--- config.mk ---
export PLATFORM = sky130hd
export DESIGN_NAME = fp_add_align_sum_flat
export DESIGN_NICKNAME = d
export VERILOG_FILES = /design/src/rtl/fp_add_align_sum_if.sv /design/src/rtl/fp_add_align_sum.sv /design/src/flat_wrapper.sv
export SDC_FILE = /design/constraint.sdc
export NUM_CORES = 1
export LEC_CHECK = 0
export ABC_CLOCK_PERIOD_IN_PS = 23600
export BUFFER_PORTS_ARGS = -buffer_cell sky130_fd_sc_hd__buf_2
export CORE_MARGIN = 2
export CORE_UTILIZATION = 51
export CTS_CLUSTER_DIAMETER = 30
export CTS_CLUSTER_SIZE = 8
export DETAILED_ROUTE_END_ITERATION = 8
export PLACE_DENSITY = 0.78
export SYNTH_ARGS = -nofsm -noshare
export SYNTH_HDL_FRONTEND = slang
export SYNTH_SLANG_ARGS = --single-unit
--- constraint.sdc ---
create_clock -name clk -period 23.6 [get_ports clk]
set_input_delay 2.36 -clock clk [delete_from_list [all_inputs] [get_ports clk]]
set_output_delay 2.36 -clock clk [all_outputs]
set_load 0.01 [all_outputs]
--- src/rtl/fp_add_align_sum_if.sv ---
// Operand/result handshake bundle for the FP adder pre-normalisation stage.
// The master side presents operands and consumes results; the slave side is the adder.
interface fp_add_align_sum_if #(
    parameter int MAN_W = 23,
    parameter int EXP_W = 8,
    parameter int LZC_W = 5
);
    logic                   in_valid;
    logic                   in_ready;
    logic [EXP_W+MAN_W:0]   op_a;
    logic [EXP_W+MAN_W:0]   op_b;
    logic                   op_sub;
    logic                   out_valid;
    logic                   out_ready;
    logic                   sign;
    logic [MAN_W:0]         result;
    logic [EXP_W-1:0]       exponent;
    logic                   carry;
    logic [LZC_W-1:0]       num_lead_zero;
    logic                   zero;

    modport master (
        output in_valid, op_a, op_b, op_sub, out_ready,
        input  in_ready, out_valid, sign, result, exponent, carry, num_lead_zero, zero
    );

    modport slave (
        input  in_valid, op_a, op_b, op_sub, out_ready,
        output in_ready, out_valid, sign, result, exponent, carry, num_lead_zero, zero
    );
endinterface

--- src/rtl/fp_add_align_sum.sv ---
// Two-stage elastic pre-normalisation for the binary32 adder: S1 unpacks, orders and
// aligns the operands, S2 adds/subtracts the mantissas and counts leading zeros.
module fp_add_align_sum #(
    parameter int MAN_W = 23,
    parameter int EXP_W = 8,
    parameter int LZC_W = 5
) (
    input  logic                    clk,
    input  logic                    rst,
    fp_add_align_sum_if.slave       bus
);
    localparam int SIG_W = MAN_W + 1;
    localparam int W     = 1 + EXP_W + MAN_W;

    logic                 v1_q, v1_d, v2_q, v2_d;
    logic                 s1_sign_q, s1_sign_d, s1_sub_q, s1_sub_d;
    logic [EXP_W-1:0]     s1_exp_q, s1_exp_d;
    logic [SIG_W-1:0]     s1_man_l_q, s1_man_l_d, s1_man_s_q, s1_man_s_d;

    logic                 sign_q, sign_d, carry_q, carry_d, zero_q, zero_d;
    logic [SIG_W-1:0]     result_q, result_d;
    logic [EXP_W-1:0]     exponent_q, exponent_d;
    logic [LZC_W-1:0]     num_lead_zero_q, num_lead_zero_d;

    logic                 in_ready, advance, load;

    logic [EXP_W-1:0]     exp_a_raw, exp_b_raw, exp_a, exp_b, exp_l, exp_s, shift;
    logic [SIG_W-1:0]     man_a, man_b, man_l, man_s, man_s_aligned;
    logic                 sign_b_eff, sign_l, a_is_l;

    logic [SIG_W:0]       sum_full;
    logic [SIG_W-1:0]     sum_res;
    logic                 sum_carry, sum_zero, lz_found;
    logic [LZC_W-1:0]     lz_count;

    // S1: unpack, order by magnitude (A wins ties), align the smaller mantissa
    always_comb begin
        exp_a_raw  = bus.op_a[W-2 -: EXP_W];
        exp_b_raw  = bus.op_b[W-2 -: EXP_W];
        exp_a      = (exp_a_raw == '0) ? EXP_W'(1) : exp_a_raw;
        exp_b      = (exp_b_raw == '0) ? EXP_W'(1) : exp_b_raw;
        man_a      = {exp_a_raw != '0, bus.op_a[MAN_W-1:0]};
        man_b      = {exp_b_raw != '0, bus.op_b[MAN_W-1:0]};
        sign_b_eff = bus.op_b[W-1] ^ bus.op_sub;
        a_is_l     = {exp_a, man_a} >= {exp_b, man_b};

        if (a_is_l) begin
            sign_l = bus.op_a[W-1];
            exp_l  = exp_a;
            exp_s  = exp_b;
            man_l  = man_a;
            man_s  = man_b;
        end else begin
            sign_l = sign_b_eff;
            exp_l  = exp_b;
            exp_s  = exp_a;
            man_l  = man_b;
            man_s  = man_a;
        end

        shift = exp_l - exp_s;
        if (shift >= EXP_W'(SIG_W)) begin
            man_s_aligned = '0;
        end else begin
            man_s_aligned = man_s >> shift;
        end
    end

    // S2: magnitude add/subtract; ordering guarantees the difference is non-negative
    always_comb begin
        if (s1_sub_q) begin
            sum_full = {1'b0, s1_man_l_q - s1_man_s_q};
        end else begin
            sum_full = {1'b0, s1_man_l_q} + {1'b0, s1_man_s_q};
        end
        sum_carry = sum_full[SIG_W];
        sum_res   = sum_full[SIG_W-1:0];
        sum_zero  = !sum_carry && (sum_res == '0);

        lz_count = '0;
        lz_found = 1'b0;
        for (int i = SIG_W - 1; i >= 0; i--) begin
            if (!lz_found) begin
                if (sum_res[i]) begin
                    lz_found = 1'b1;
                end else begin
                    lz_count = lz_count + LZC_W'(1);
                end
            end
        end
    end

    always_comb begin
        in_ready = !v1_q || !v2_q || bus.out_ready;
        advance  = !v2_q || bus.out_ready;
        load     = bus.in_valid && in_ready;

        s1_sign_d       = s1_sign_q;
        s1_sub_d        = s1_sub_q;
        s1_exp_d        = s1_exp_q;
        s1_man_l_d      = s1_man_l_q;
        s1_man_s_d      = s1_man_s_q;
        sign_d          = sign_q;
        result_d        = result_q;
        exponent_d      = exponent_q;
        carry_d         = carry_q;
        num_lead_zero_d = num_lead_zero_q;
        zero_d          = zero_q;

        v1_d = load || (v1_q && !advance);
        v2_d = advance ? v1_q : v2_q;

        if (load) begin
            s1_sign_d  = sign_l;
            s1_sub_d   = bus.op_a[W-1] ^ sign_b_eff;
            s1_exp_d   = exp_l;
            s1_man_l_d = man_l;
            s1_man_s_d = man_s_aligned;
        end

        // Output registers only change when a real item moves into S2
        if (advance && v1_q) begin
            sign_d          = sum_zero ? 1'b0 : s1_sign_q;
            result_d        = sum_res;
            exponent_d      = sum_zero ? '0 : s1_exp_q;
            carry_d         = sum_carry;
            num_lead_zero_d = (sum_carry || sum_zero) ? '0 : lz_count;
            zero_d          = sum_zero;
        end
    end

    always_ff @(posedge clk or posedge rst) begin
        if (rst) begin
            v1_q            <= 1'b0;
            v2_q            <= 1'b0;
            s1_sign_q       <= 1'b0;
            s1_sub_q        <= 1'b0;
            s1_exp_q        <= '0;
            s1_man_l_q      <= '0;
            s1_man_s_q      <= '0;
            sign_q          <= 1'b0;
            result_q        <= '0;
            exponent_q      <= '0;
            carry_q         <= 1'b0;
            num_lead_zero_q <= '0;
            zero_q          <= 1'b0;
        end else begin
            v1_q            <= v1_d;
            v2_q            <= v2_d;
            s1_sign_q       <= s1_sign_d;
            s1_sub_q        <= s1_sub_d;
            s1_exp_q        <= s1_exp_d;
            s1_man_l_q      <= s1_man_l_d;
            s1_man_s_q      <= s1_man_s_d;
            sign_q          <= sign_d;
            result_q        <= result_d;
            exponent_q      <= exponent_d;
            carry_q         <= carry_d;
            num_lead_zero_q <= num_lead_zero_d;
            zero_q          <= zero_d;
        end
    end

    assign bus.in_ready      = in_ready;
    assign bus.out_valid     = v2_q;
    assign bus.sign          = sign_q;
    assign bus.result        = result_q;
    assign bus.exponent      = exponent_q;
    assign bus.carry         = carry_q;
    assign bus.num_lead_zero = num_lead_zero_q;
    assign bus.zero          = zero_q;
endmodule

--- src/flat_wrapper.sv ---
// flat-port wrapper written by rule: the top's interface ports become plain ports
module fp_add_align_sum_flat 
#(
    parameter int MAN_W = 23,
    parameter int EXP_W = 8,
    parameter int LZC_W = 5
)
  (clk, rst, bus_in_valid, bus_op_a, bus_op_b, bus_op_sub, bus_out_ready, bus_in_ready, bus_out_valid, bus_sign, bus_result, bus_exponent, bus_carry, bus_num_lead_zero, bus_zero);
  fp_add_align_sum_if #(.MAN_W(MAN_W), .EXP_W(EXP_W), .LZC_W(LZC_W)) bus_i ();
  input  logic clk;
  input  logic rst;
  input wire logic [$bits(bus_i.in_valid)-1:0] bus_in_valid;
  input wire logic [$bits(bus_i.op_a)-1:0] bus_op_a;
  input wire logic [$bits(bus_i.op_b)-1:0] bus_op_b;
  input wire logic [$bits(bus_i.op_sub)-1:0] bus_op_sub;
  input wire logic [$bits(bus_i.out_ready)-1:0] bus_out_ready;
  output wire logic [$bits(bus_i.in_ready)-1:0] bus_in_ready;
  output wire logic [$bits(bus_i.out_valid)-1:0] bus_out_valid;
  output wire logic [$bits(bus_i.sign)-1:0] bus_sign;
  output wire logic [$bits(bus_i.result)-1:0] bus_result;
  output wire logic [$bits(bus_i.exponent)-1:0] bus_exponent;
  output wire logic [$bits(bus_i.carry)-1:0] bus_carry;
  output wire logic [$bits(bus_i.num_lead_zero)-1:0] bus_num_lead_zero;
  output wire logic [$bits(bus_i.zero)-1:0] bus_zero;
  assign bus_i.in_valid = bus_in_valid;
  assign bus_i.op_a = bus_op_a;
  assign bus_i.op_b = bus_op_b;
  assign bus_i.op_sub = bus_op_sub;
  assign bus_i.out_ready = bus_out_ready;
  assign bus_in_ready = bus_i.in_ready;
  assign bus_out_valid = bus_i.out_valid;
  assign bus_sign = bus_i.sign;
  assign bus_result = bus_i.result;
  assign bus_exponent = bus_i.exponent;
  assign bus_carry = bus_i.carry;
  assign bus_num_lead_zero = bus_i.num_lead_zero;
  assign bus_zero = bus_i.zero;
  fp_add_align_sum #(.MAN_W(MAN_W), .EXP_W(EXP_W), .LZC_W(LZC_W)) u_core (.clk(clk), .rst(rst), .bus(bus_i));
endmodule
After elaboration in Yosys (flattened, before gate mapping)
Index checks and enable logic that the tools add are counted.
{"block": "word_totals", "ff_bits": 100, "in_bits": 69, "out_inout_bits": 42, "wordCells": 166}
{"block": "classes", "addsub": 26, "order_cmp": 2, "shifts": 1, "muxes": 104, "bitwise_logic": 2, "reduce_logical": 18}
{"op": "5-bit two-way mux", "count": 47}
{"op": "5-bit by 1-bit adder with 5-bit output (second input constant)", "count": 22}
{"op": "24-bit two-way mux", "count": 3}
{"op": "1-bit two-way mux", "count": 48}
{"op": "8-bit two-way mux", "count": 5}
{"op": "32-bit >= comparator", "count": 1}
{"op": "24-bit by 24-bit adder with 25-bit output", "count": 1}
{"op": "25-bit two-way mux", "count": 1}
{"op": "24-bit logical NOT", "count": 1}
{"op": "24-bit by 8-bit right shift with 24-bit output", "count": 1}
{"op": "24-bit subtractor", "count": 1}
{"op": "8-bit logical NOT", "count": 2}
{"op": "8-bit nonzero test", "count": 2}
{"op": "8-bit by 5-bit >= comparator with 1-bit output (second input constant)", "count": 1}
{"op": "8-bit subtractor", "count": 1}
{"op": "1-bit logical OR", "count": 5}
{"op": "1-bit logical AND", "count": 4}
{"op": "1-bit logical NOT", "count": 4}
{"op": "1-bit by 1-bit adder with 2-bit output (second input constant)", "count": 1}
{"op": "1-bit XOR", "count": 2}

Depth between registers and ports, before layout
Gate-level depths: netlist (run 1).
{"block": "depth", "depth_word": 73, "mapped_depth": 72, "depth_no_buf": 71}

Worst setup path after synthesis (run 1)
Ideal clock, no wire load.
{"block": "synth_path", "path_type": "register to register", "from": "register u_core.s1_man_s_q[14]", "to": "register u_core.num_lead_zero_q[4], in the netlist u_core.bus.num_lead_zero[4]", "setup_time_ns": 0.121, "arrival_time_ns": 11.119, "t_required_ns": 23.479, "slack_ns": 12.360, "path_stages_with_launch": 71, "path_buffers": 1, "synth_period_minus_slack_ns": 11.240, "path_cell_list": "dfrtp_1 > inv_1 > ha_1 > clkbuf_1 > a21oi_1 > o22ai_1 > o41a_1 > a311o_1 > a22oi_1 > o31ai_1 > or3_1 > nand3_1 > inv_2 > ha_1 > nor2_1 > nor2_1 > ha_1 > inv_1 > (+35 left out) > o221ai_1 > ha_1 > o21ai_0 > a21oi_1 > ha_1 > nor3_1 > o2bb2ai_1 > ha_1 > a2111oi_0 > o2bb2ai_1 > ha_1 > nand2_1 > nand2b_1 > nand3_1 > o31ai_1 > o2111a_1 > xnor3_1 > o21ai_1"}
{"block": "synth_between", "elab_chain_len": 73, "word_cells_on_any_way": 110, "cone_classes": "add/sub (25); mux (81); reduce/logical (4)"}
{"element": "start: declaration", "line": "fp_add_align_sum.sv:18", "rtl": "logic [SIG_W-1:0] s1_man_l_q, s1_man_l_d, s1_man_s_q, s1_man_s_d;"}
{"element": "start signal: assignment", "line": "fp_add_align_sum.sv:154", "rtl": "s1_man_s_q <= s1_man_s_d;"}
{"element": "24-bit by 24-bit adder with 25-bit output / 24-bit subtractor (equally long branches)", "line": "fp_add_align_sum.sv:74, fp_add_align_sum.sv:72"}
{"element": "25-bit two-way mux *", "line": "fp_add_align_sum.sv:71", "rtl": "if (s1_sub_q) begin"}
{"element": "1-bit two-way mux", "line": "fp_add_align_sum.sv:84", "rtl": "if (sum_res[i]) begin"}
{"element": "1-bit by 1-bit adder with 2-bit output", "line": "fp_add_align_sum.sv:87", "rtl": "lz_count = lz_count + LZC_W'(1);"}
{"element": "5-bit two-way mux", "line": "fp_add_align_sum.sv:84"}
{"element": "5-bit two-way mux", "line": "fp_add_align_sum.sv:83", "rtl": "if (!lz_found) begin"}
{"element": "5-bit by 1-bit adder with 5-bit output", "line": "fp_add_align_sum.sv:87"}
{"element": "5-bit two-way mux", "line": "fp_add_align_sum.sv:84"}
{"element": "(+57 left out)"}
{"element": "5-bit two-way mux", "line": "fp_add_align_sum.sv:83"}
{"element": "5-bit by 1-bit adder with 5-bit output", "line": "fp_add_align_sum.sv:87"}
{"element": "5-bit two-way mux", "line": "fp_add_align_sum.sv:84"}
{"element": "5-bit two-way mux", "line": "fp_add_align_sum.sv:83"}
{"element": "5-bit by 1-bit adder with 5-bit output", "line": "fp_add_align_sum.sv:87"}
{"element": "5-bit two-way mux", "line": "fp_add_align_sum.sv:84"}
{"element": "5-bit two-way mux", "line": "fp_add_align_sum.sv:83"}
{"element": "5-bit two-way mux *", "line": "fp_add_align_sum.sv:127", "rtl": "num_lead_zero_d = (sum_carry || sum_zero) ? '0 : lz_count;"}
{"element": "end signal: assignment", "line": "fp_add_align_sum.sv:159", "rtl": "num_lead_zero_q <= num_lead_zero_d;"}
{"element": "end: declaration", "line": "fp_add_align_sum.sv:23", "rtl": "logic [LZC_W-1:0] num_lead_zero_q, num_lead_zero_d;"}
Mark *: on every way between the ends. The rest lies on a longest branch, timed or not.
A chain may end at the register's enable or synchronous reset.

Worst setup path in the final report (run 1)
{"block": "layout_path", "from": "register u_core.s1_man_s_q[0]", "to": "register u_core.num_lead_zero_q[4], in the netlist u_core.bus.num_lead_zero[4]"}
Same word-level chain as after synthesis.

==> results by group, run 1 <==
Logic synthesis
  • Multiplexer share of the synthesized area: 11.2%
  • Syn Inst Count: 1434
  • Post-synthesis adder-cell area fraction: 11.9%
  • Synth Flop Type: dfrtp_1
  • Synth async-reset ratio: 100%
  • Xor and xnor area share after synthesis: 6.01%
  • Syn Std Cell Area: 11400 um^2
  • Unique masters post-synth: 94
  • Syn nets: 1606
  • Yosys warns: 0
  • #FFs+latches synth: 100
  • EDFF count, synth: 0
  • Synth Area in Compound Gates: 23.2%
  • Sequential share of the synthesized area: 21.9%
  • Largest family of logic cells by synthesized area: compound AO/OA/AOI/OAI gates
  • Synth Area in Simple Gates: 20.0%
  • Synthesized area per cell: 7.96 um^2

STA
  • Slew headroom: 22.0%
  • Worst setup margin: 10.60 ns
  • Setup violators final: 0
  • Setup TNS: 0 ns
  • Final worst path period need: 13.00 ns
  • Fmax: 76.9 MHz
  • Fin. Hold Viols: 0
  • Worst Skew: 0.0139 ns
  • Worst slew pin tran: 1.17 ns
  • Fin. max-slew vios: 0
  • Worst hold slack: 0.471 ns
  • RSZ-0062 raised after global routing: false
  • Final Cycle Share: 55.1%

GRT
  • First-pass GRT wire length: 49100 um
  • Global Route Usage Sum: 24.7%
  • Total gr overflow: 0
  • Vias in the first global route: 10013
  • Largest net degree at the start of global routing: 93
  • Initial antenna violation count: 0

Power and ir drop
  • Total chip power: 0.000942 W
  • Power per cell area: 75.8 nW/um^2
  • P_leak: 5.84 nW
  • Max VDD drop: 0.0381 mV

Worst setup path
  • Most used cell, CP: ha_1
  • Crit-path max FO: 7
  • Critical Path RT: 23.84 ns
  • Kind of start point of the critical path: register
  • Crit Path Class: register to register
  • CP endpoint kind: register
  • Crit path DAT: 13.25 ns
  • Crit path largest cell delay: 0.43 ns
  • Slowest cell on crit path: dfrtp_1

Die
  • Ports: 111
  • Cell Rows: 54
  • Core Region: 21900 um^2
  • Initial core utilization: 52.1%
  • Die W: 154 um
  • Die Ht: 154 um
  • Die Area: 23600 um^2

Clock network
  • Clock Tree Root: clkbuf_16
  • Htree depth: 3
  • CTS Buffer Depth: 2
  • Clock sink count: 100
  • Clock-pin slew on the worst setup and hold paths: 0.08 ns
  • CTS Buf Count: 9
  • # hold bufs at CTS: 0
  • Worst skew pair latency: 0.36 ns
  • Post_cts resized: 0
  • CTS tree: done
  • Setup Buffers After CTS: 0

Place
  • Post-Place Cells: 1761
  • DP Worst Slack: 10.95 ns
  • Post-DP HPWL: 23400 um
  • # port buffers: 110
  • RD Place Congestion: 0.944

Routing
  • Routed len/inst: 16.5 um
  • Antenna Nets Post-Route: 0
  • Detailed Route WL: 29400 um
  • Initial DRC Count: 718
  • 1st-pass router iterations: 6
  • Drt drc: 0
  • Via total after detailed routing: 10567
  • DR vias/cell: 5.95

Job
  • Number of max-cap violations: 0

Final layout
  • Net count reported at finish: 1664
  • Area delta synth->final: 8.96%
  • Fill cell count: 2049
  • Finished Layout Cells: 1777
  • Fraction of layout cells with a size suffix above 1: 13.4%
  • Most frequent cells in the layout: 181 x nand2_1, 114 x o21ai_0, 110 x buf_2
  • Leading cell type in the layout, fill and taps excluded: nand2_1
  • Diode count: 0

Outcome
  • Status: completed

Worst hold path
  • Hold WC Path Type: register to register
[cells in the mapped netlist, drive strengths merged (11+ instances only)]
library cell	number	area share, %
nand2	184	6.1
o21ai	123	5.4
nor2	103	3.4
ha	101	11
dfrtp	100	22
inv	96	3.2
a21oi	93	4.1
mux2i	87	7.6
clkbuf	60	2.0
xnor2	40	3.4
nand3	30	1.3
nor3	30	1.4
a21o	26	1.7
a22o	24	1.8
nand2b	21	1.2
and2	20	1.1
nor2b	19	1.0
xor2	18	1.4
buf	17	0.71
and3	15	0.91
mux4	13	2.6
a31oi	12	0.66
a211oi	11	0.72
o211ai	11	0.77
o31ai	11	0.72
[registers in the layout (all words and copies together) (netlist names)]
name                      cells
u_core.bus.exponent           8
u_core.bus.out_valid          1
u_core.bus.zero               1
u_core.bus.carry              1
u_core.s1_man_s_q            24
u_core.bus.sign               1
u_core.s1_man_l_q            24
u_core.v1_q                   1
u_core.s1_sign_q              1
u_core.s1_sub_q               1
u_core.bus.num_lead_zero      5
u_core.bus.result            24
u_core.s1_exp_q               8
[final timing paths]
kind,start,to,slack [ns],depth (start not counted)
max,u_core.s1_man_s_q[0],u_core.bus.num_lead_zero[4],10.60,69
min,u_core.bus.result[10],u_core.bus.result[10],0.47,2
max reg2reg,u_core.s1_man_s_q[0],u_core.bus.num_lead_zero[4],10.60,69
min reg2reg,u_core.bus.result[10],u_core.bus.result[10],0.47,2
max in group asynchronous,rst,u_core.s1_man_l_q[9],20.40,3
min in group asynchronous,rst,u_core.bus.result[17],1.97,2
[critical path: cells and delay by family (launching register included)]
| kind | cells | cell delay (ns) |
|---|---|---|
| XOR/XNOR | 2 | 0.38 |
| buffers and inverters | 3 | 0.36 |
| flip-flops | 1 | 0.43 |
| adder cells (fa/ha/maj) | 13 | 3.67 |
| multiplexers | 4 | 0.76 |
| AND/OR/NAND/NOR | 22 | 2.51 |
| AO/OA/AOI/OAI | 25 | 4.76 |
[power breakdown]
| part | switching (W) | internal [W] |
|---|---|---|
| logic | 0.000343 | 0.000219 |
| registers | 0.0000226 | 0.000207 |
| clock network | 0.0000726 | 0.0000768 |
| total | 0.000439 | 0.000503 |
[cells by family after synthesis]
group / Yosys count
flops: 100
mux: 110
buf+inv: 173
fa+ha+maj: 108
compound gates: 405
xor+xnor: 64
simple gates: 474
[per-layer routing]
layer	GRT usage, %	share of wire [%]	vias up
li1	-	-	5252
met1	34.6	46	4957
met2	41.2	47	315
met3	2.31	4.9	43
met4	6.68	2.1	0
met5	0	0	-
[final cells by class]
cell class / count / area (um^2) / share of cell area [%]
multi-input combinational: 1161 / 8260 / 66.5
timing repair buffer: 124 / 656 / 5.27
clock buffer: 10 / 239 / 1.92
inverter: 96 / 363 / 2.92
clock inverter: 6 / 58.8 / 0.473
tap: 280 / 350 / 2.82
sequential: 100 / 2500 / 20.1
[through the flow]
stage          utilization, %  area (um^2)
2_1_floorplan               -        11400
3_3_place_gp             55.4        12100
3_5_place_dp             55.4        12100
4_1_cts                  56.8        12400
5_1_grt                  56.8        12400
6_report                 56.8        12400
Note: power is estimated with default switching activity, not from simulation.
==> inputs of run 2 (changes only) <==
--- a/config.mk
+++ b/config.mk
@@ -5,14 +5,15 @@
 export SDC_FILE = /design/constraint.sdc
 export NUM_CORES = 1
 export LEC_CHECK = 0
-export ABC_CLOCK_PERIOD_IN_PS = 23600
+export ABC_AREA = 1
+export ABC_CLOCK_PERIOD_IN_PS = 11400
 export BUFFER_PORTS_ARGS = -buffer_cell sky130_fd_sc_hd__buf_2
 export CORE_MARGIN = 2
 export CORE_UTILIZATION = 51
 export CTS_CLUSTER_DIAMETER = 30
 export CTS_CLUSTER_SIZE = 8
 export DETAILED_ROUTE_END_ITERATION = 8
-export PLACE_DENSITY = 0.78
+export PLACE_DENSITY = 0.81
 export SYNTH_ARGS = -nofsm -noshare
 export SYNTH_HDL_FRONTEND = slang
 export SYNTH_SLANG_ARGS = --single-unit
==> constraint.sdc (replaced) <==
create_clock -name clk -period 11.4 [get_ports clk]
set_input_delay 1.14 -clock clk [delete_from_list [all_inputs] [get_ports clk]]
set_output_delay 1.14 -clock clk [all_outputs]
set_load 0.01 [all_outputs]
==> run 2 against run 1 <==
Against the previous run:
- fmax up 25%
- clock power is 120% higher
- first-iteration DRC count increased by 34%
- largest power group unchanged
- highest routed layer unchanged
- critical path depth up 9
==> results by group, run 2 <==
GRT
  • Vias in the first global route: 11562 (+15%)
  • Global Route Usage Sum: 26.9% (+2.2 points)
  • Initial antenna violation count: 0 (unchanged)
  • Largest net degree at the start of global routing: 76 (-18%)
  • First-pass GRT wire length: 54300 um (+11%)
  • Total gr overflow: 0 (unchanged)

Die
  • Die Ht: 157 um (+2.3%)
  • Ports: 111 (unchanged)
  • Cell Rows: 55 (+1.9%)
  • Die W: 157 um (+2.3%)
  • Die Area: 24700 um^2 (+4.6%)
  • Initial core utilization: 52.3% (+0.16 points)
  • Core Region: 22800 um^2 (+4.4%)

Power and ir drop
  • Psw: 0.000966 W (+120%)
  • Sequential share of power: 25.5% (+1.1 points)
  • Combinational Power Share: 57.2% (-2.6 points)
  • Total chip power: 0.00190 W (+100%)
  • Max VDD drop: 0.0737 mV (+94%)
  • Switching part of the total power: 50.9% (+4.3 points)
  • P_int: 0.000933 W (+85%)
  • Power per cell area: 146 nW/um^2 (+93%)
  • Clk pwr share: 17.3% (+1.4 points)
  • P_leak: 7.18 nW (+23%)

Clock network
  • CTS Buf Count: 9 (unchanged)
  • Worst skew pair latency: 0.38 ns (+0.02 ns)
  • Post_cts resized: 0 (unchanged)
  • Clock sink count: 100 (unchanged)
  • Clock Tree Root: clkbuf_16
  • Htree depth: 3 (unchanged)
  • Clock-pin slew on the worst setup and hold paths: 0.09 ns (about the same)
  • # hold bufs at CTS: 0 (unchanged)
  • CTS tree: done
  • Setup Buffers After CTS: 0 (unchanged)
  • CTS Buffer Depth: 2 (unchanged)

Routing
  • Detailed Route WL: 32500 um (+11%)
  • Antenna Nets Post-Route: 0 (unchanged)
  • Drt drc: 0 (unchanged)
  • DR vias/cell: 5.25 (-12%)
  • Initial DRC Count: 965 (+34%)
  • Routed len/inst: 13.6 um (-18%)
  • Via total after detailed routing: 12524 (+19%)
  • 1st-pass router iterations: 6 (unchanged)

Worst setup path
  • Worst r2r src: u_core.s1_man_s_q[20]
  • Worst Reg2Reg Path Length in Cells: 78 (+13%)
  • Worst setup path endpoint: u_core.bus.num_lead_zero[4]
  • Crit-path max FO: 10 (+3)
  • Critical Path RT: 11.66 ns (-12.18 ns)
  • Kind of start point of the critical path: register
  • Crit path DAT: 10.69 ns (-2.56 ns)
  • Crit Path Class: register to register
  • Reg2reg setup slack: 0.97 ns (-9.63 ns)
  • Crit path launch: u_core.s1_man_s_q[20]
  • Slowest cell on crit path: ha_1
  • Crit path largest cell delay: 0.50 ns (+0.07 ns)
  • Reg2reg end: u_core.bus.num_lead_zero[4]
  • Most used cell, CP: nand2_1
  • CP endpoint kind: register

STA
  • Fmax: 95.9 MHz (+25%)
  • Worst hold slack: 0.479 ns (+0.00826 ns)
  • Slew headroom: 36.2% (+14 points)
  • Worst slew pin tran: 0.957 ns (-0.212 ns)
  • Setup TNS: 0 ns (unchanged)
  • Final Cycle Share: 91.5% (+36 points)
  • Setup violators final: 0 (unchanged)
  • Fin. max-slew vios: 0 (unchanged)
  • Fin. Hold Viols: 0 (unchanged)
  • Worst setup margin: 0.971 ns (-9.63 ns)
  • Worst Skew: 0.0112 ns (-0.00266 ns)
  • RSZ-0062 raised after global routing: false
  • Final worst path period need: 10.43 ns (-2.57 ns)

Logic synthesis
  • Synth Flop Type: dfrtp_1
  • Synth area leader: dfrtp_1
  • Unique masters post-synth: 54 (-43%)
  • Synth async-reset ratio: 100% (unchanged)
  • Synth top area share: 21.0% (-0.98 points)
  • Syn nets: 2176 (+35%)
  • Synth area leaders: dfrtp_1 21%, nand2_1 19%, ha_1 11%
  • Count leader, synth: nand2_1
  • Synthesized area per cell: 5.96 um^2 (-25%)
  • Sequential share of the synthesized area: 21.0% (-0.98 points)
  • Syn Std Cell Area: 11900 um^2 (+4.7%)
  • #FFs+latches synth: 100 (unchanged)
  • Syn Inst Count: 2004 (+40%)
  • EDFF count, synth: 0 (unchanged)
  • Synth top cells by count: 613 x nand2_1, 304 x inv_1, 171 x o21ai_0
  • Yosys warns: 0 (unchanged)

Final layout
  • Post-layout util: 57.0% (+0.17 points)
  • Area delta synth->final: 8.95% (about the same)
  • Diode count: 0 (unchanged)
  • Leading cell type in the layout, fill and taps excluded: nand2_1
  • Net count reported at finish: 2238 (+34%)
  • Most frequent cells in the layout: 612 x nand2_1, 303 x inv_1, 171 x o21ai_0
  • Fraction of layout cells with a size suffix above 1: 11.1% (-2.3 points)
  • Fill cell count: 2259 (+10%)

Outcome
  • Status: completed

Place
  • DP Worst Slack: 1.11 ns (-9.84 ns)
  • # port buffers: 110 (unchanged)
  • RD Place Congestion: 0.963 (+2.0%)
  • Post-DP HPWL: 26100 um (+12%)

Job
  • Number of max-cap violations: 0 (unchanged)

Worst hold path
  • Hold WC Path Type: register to register
## run 2: routing by layer
metal  share of wire, %  track usage [%]  up-vias
met5                  0                0        -
met4                3.2             9.83        0
met3                4.6             2.56       57
met2                 46             45.3      329
met1                 46             36.0     5604
li1                   -                -     6534
## run 2: worst max-delay path, delay by kind of cell, from the launching register on
family                     cells  cell delay (ns)
AOI/OAI and AO/OA              6             1.04
DFF                            1             0.37
buffers and inverters         10             0.49
adders and majority gates     13             3.74
and+or+nand+nor               49             4.71
## run 2: final cells by class
type	instances	area, um^2	area share, %
multi-input combinational	1500	7920	60.9
sequential	100	2500	19.2
inverter	335	1260	9.68
timing repair buffer	120	626	4.81
tap	313	392	3.01
clock buffer	9	225	1.73
clock inverter	7	86.3	0.663
## run 2: worst min-delay path by stage
stage / startpoint / endpoint / cells after the start
6_report: u_core.bus.result[12] / u_core.bus.result[12] / 2
5_1_grt: u_core.bus.result[11] / u_core.bus.result[11] / 2
4_1_cts: u_core.bus.result[6] / u_core.bus.result[6] / 2
3_5_place_dp: u_core.bus.exponent[5] / u_core.bus.exponent[5] / 2
3_3_place_gp: u_core.bus.result[13] / u_core.bus.result[13] / 2
2_1_floorplan: u_core.v1_q / u_core.bus.out_valid / 2
## run 2: power by group through the flow
stage | clock (W) | combinational (W) | sequential [W]
after global placement | 0 | 0.00106 | 0.000485
after global routing | 0.000343 | 0.00124 | 0.000493
after detailed placement | 0 | 0.00107 | 0.000490
after floorplan | 0 | 0.000771 | 0.000502
final | 0.000328 | 0.00109 | 0.000484
after CTS | 0.000331 | 0.00108 | 0.000483
## run 2: logic make-up (layout without fill, tap and decap cells)
group | after synthesis | in the layout | synth area share, %
adders and majority gates | 103 | 103 | 10.9
buffers and inverters | 404 | 471 | 12.8
AOI/OAI and AO/OA | 332 | 332 | 15.5
xor gates and xnor gates | 23 | 23 | 1.69
and+or+nand+nor | 1038 | 1038 | 37.8
DFF | 100 | 100 | 21.0
muxes | 4 | 4 | 0.335
## run 2: through the flow
| step | instances | instance area (um^2) |
|---|---|---|
| finish | 2384 | 13000 |
| global route | 2384 | 13000 |
| CTS | 2384 | 13000 |
| detailed placement | 2368 | 12700 |
| global placement | 2368 | 12700 |
| floorplan | 2004 | 11900 |
==> inputs of run 3 (changes only) <==
--- a/config.mk
+++ b/config.mk
@@ -6,14 +6,15 @@
 export NUM_CORES = 1
 export LEC_CHECK = 0
 export ABC_AREA = 1
-export ABC_CLOCK_PERIOD_IN_PS = 11400
+export ABC_CLOCK_PERIOD_IN_PS = 11800
 export BUFFER_PORTS_ARGS = -buffer_cell sky130_fd_sc_hd__buf_2
+export CORE_ASPECT_RATIO = 1.75
 export CORE_MARGIN = 2
 export CORE_UTILIZATION = 51
 export CTS_CLUSTER_DIAMETER = 30
 export CTS_CLUSTER_SIZE = 8
 export DETAILED_ROUTE_END_ITERATION = 8
-export PLACE_DENSITY = 0.81
+export PLACE_DENSITY = 0.78
 export SYNTH_ARGS = -nofsm -noshare
 export SYNTH_HDL_FRONTEND = slang
 export SYNTH_SLANG_ARGS = --single-unit
==> constraint.sdc (replaced) <==
create_clock -name clk -period 11.8 [get_ports clk]
set_input_delay 1.18 -clock clk [delete_from_list [all_inputs] [get_ports clk]]
set_output_delay 1.18 -clock clk [all_outputs]
set_load 0.01 [all_outputs]
==> run 3 against run 2 <==
Against the previous run:
- sequential cell count stayed put
- total power is 1.8% lower
- die area is 0.20% higher
- critical endpoint unchanged
- critical path type unchanged
==> results by group, run 3 (synthesis results as in run 2) <==
STA
  • Fin. Hold Viols: 0 (unchanged)
  • Worst slew pin tran: 0.885 ns (-0.0720 ns)
  • Final worst path period need: 10.49 ns (+0.0567 ns)
  • Setup TNS: 0 ns (unchanged)
  • Final Cycle Share: 88.9% (-2.6 points)
  • Fmax: 95.4 MHz (-0.54%)
  • Worst Skew: 0.0121 ns (+0.000832 ns)
  • RSZ-0062 raised after global routing: false
  • Fin. max-slew vios: 0 (unchanged)
  • Slew headroom: 41.0% (+4.8 points)
  • Setup violators final: 0 (unchanged)

Clock network
  • Worst skew pair latency: 0.39 ns (about the same)
  • CTS tree: done
  • Setup Buffers After CTS: 0 (unchanged)
  • Htree depth: 3 (unchanged)
  • Clock sink count: 100 (unchanged)
  • CTS Buffer Depth: 2 (unchanged)
  • Clock-pin slew on the worst setup and hold paths: 0.08 ns (about the same)
  • Post_cts resized: 0 (unchanged)
  • Clock Tree Root: clkbuf_16
  • CTS Buf Count: 9 (unchanged)
  • # hold bufs at CTS: 0 (unchanged)

GRT
  • Vias in the first global route: 12497 (+8.1%)
  • Global Route Usage Sum: 28.2% (+1.3 points)
  • Total gr overflow: 0 (unchanged)
  • Largest net degree at the start of global routing: 66 (-13%)
  • First-pass GRT wire length: 56000 um (+3.1%)
  • Initial antenna violation count: 0 (unchanged)

Routing
  • Detailed Route WL: 34500 um (+6.1%)
  • Initial DRC Count: 535 (-45%)
  • Routed len/inst: 14.5 um (+6.5%)
  • Drt drc: 0 (unchanged)
  • Via total after detailed routing: 12858 (+2.7%)
  • Antenna Nets Post-Route: 0 (unchanged)
  • DR vias/cell: 5.41 (+3.1%)
  • 1st-pass router iterations: 5 (-1)

Place
  • # port buffers: 110 (unchanged)
  • RD Place Congestion: 1.01 (+5.1%)
  • Post-DP HPWL: 28300 um (+8.4%)
  • Post-Place Cells: 2359 (-0.38%)

Final layout
  • Finished Layout Cells: 2375 (-0.38%)
  • Sequential cell area: 2500 um^2 (unchanged)
  • Most frequent cells in the layout: 612 x nand2_1, 303 x inv_1, 171 x o21ai_0
  • Area of the multi-input gates: 7930 um^2 (about the same)
  • Area delta synth->final: 8.97% (about the same)
  • Leading cell type in the layout, fill and taps excluded: nand2_1
  • Fraction of layout cells with a size suffix above 1: 11.1% (unchanged)
  • Net count reported at finish: 2238 (unchanged)
  • Fill cell count: 2398 (+6.2%)
  • Post-layout util: 56.2% (-0.73 points)
  • Diode count: 0 (unchanged)

Power and ir drop
  • Sequential share of power: 25.1% (-0.4 points)
  • Psw: 0.000945 W (-2.2%)
  • Combinational Power Share: 57.1% (about the same)
  • Switching part of the total power: 50.7% (-0.20 points)
  • Power per cell area: 143 nW/um^2 (-1.8%)
  • P_int: 0.000920 W (-1.3%)
  • P_leak: 7.19 nW (about the same)
  • Max VDD drop: 0.0788 mV (+6.8%)
  • Clk pwr share: 17.8% (+0.5 points)

Die
  • Ports: 111 (unchanged)
  • Die Area: 24700 um^2 (+0.20%)
  • Die Ht: 206 um (+31%)
  • Cell Rows: 74 (+35%)
  • Core Region: 23100 um^2 (+1.3%)
  • Initial core utilization: 51.6% (-0.68 points)
  • Die W: 120 um (-24%)

Worst setup path
  • CP endpoint kind: register
  • Kind of start point of the critical path: register
  • Critical Path RT: 12.09 ns (+0.43 ns)
  • Worst r2r src: u_core.s1_man_l_q[20]
  • Crit path DAT: 10.77 ns (+0.08 ns)
  • Crit Path Class: register to register
  • CP Buf/Inv Count: 9 (-1)
  • Crit path launch: u_core.s1_man_l_q[20]
  • Crit-path max FO: 10 (unchanged)
  • Slowest cell on crit path: ha_1
  • Crit path largest cell delay: 0.51 ns (about the same)
  • Top delay family on crit path: simple AND/OR/NAND/NOR gates
  • Most used cell, CP: nand2_1

Worst hold path
  • HP Start: u_core.bus.result[6]
  • Hold WC Path Type: register to register

Outcome
  • Status: completed

Job
  • Number of max-cap violations: 0 (unchanged)
[run 3: power by group through the flow]
stage | registers (W) | clock network, W | logic [W]
after CTS | 0.000468 | 0.000337 | 0.00106
after global placement | 0.000470 | 0 | 0.00103
final | 0.000468 | 0.000332 | 0.00107
after floorplan | 0.000485 | 0 | 0.000745
after global routing | 0.000476 | 0.000347 | 0.00121
after detailed placement | 0.000474 | 0 | 0.00105
[run 3: final timing paths]
kind | end | slack, ns | cells after the start
max | u_core.bus.num_lead_zero[4] | 1.31 | 77
max in group asynchronous | u_core.bus.result[22] | 9.71 | 3
min reg2reg | u_core.bus.result[6] | 0.48 | 2
max reg2reg | u_core.bus.num_lead_zero[4] | 1.31 | 77
min | u_core.bus.result[6] | 0.48 | 2
min in group asynchronous | u_core.bus.num_lead_zero[2] | 0.82 | 2
[run 3: layer usage]
layer | global-route usage (%) | part of all wire [%] | vias to the layer above | wire, um
met5 | 0 | 0 | - | 0
met4 | 19.8 | 7.0 | 0 | 2420
met3 | 2.37 | 2.9 | 126 | 1000
met2 | 55.7 | 54 | 326 | 18500
met1 | 27.0 | 36 | 5873 | 12500
li1 | - | - | 6533 | -
[run 3: worst register-to-register path: cells and delay by family (launching register included)]
family                     cells  cell delay, ns
buffers and inverters          9            0.39
adders and majority gates     13            3.75
AOI/OAI and AO/OA              6            1.08
and+or+nand+nor               49            4.77
DFF                            1            0.41
[run 3: final cells by class]
cell class | count | area share, %
clock buffers | 9 | 1.73
clock inverters | 7 | 0.731
repair buffers | 120 | 4.81
inverters | 335 | 9.68
flip-flops and latches | 100 | 19.2
multi-input cells | 1500 | 60.9
well taps | 304 | 2.92
[run 3: metrics by stage]
step	setup slack (ns)	area (um^2)	hold slack, ns	total power [W]
global route	0.0430	13000	0.496	0.00203
floorplan	2.50	11900	0.448	0.00123
finish	1.31	13000	0.480	0.00187
CTS	1.39	13000	0.487	0.00186
global placement	1.72	12700	0.460	0.00150
detailed placement	1.42	12700	0.468	0.00153
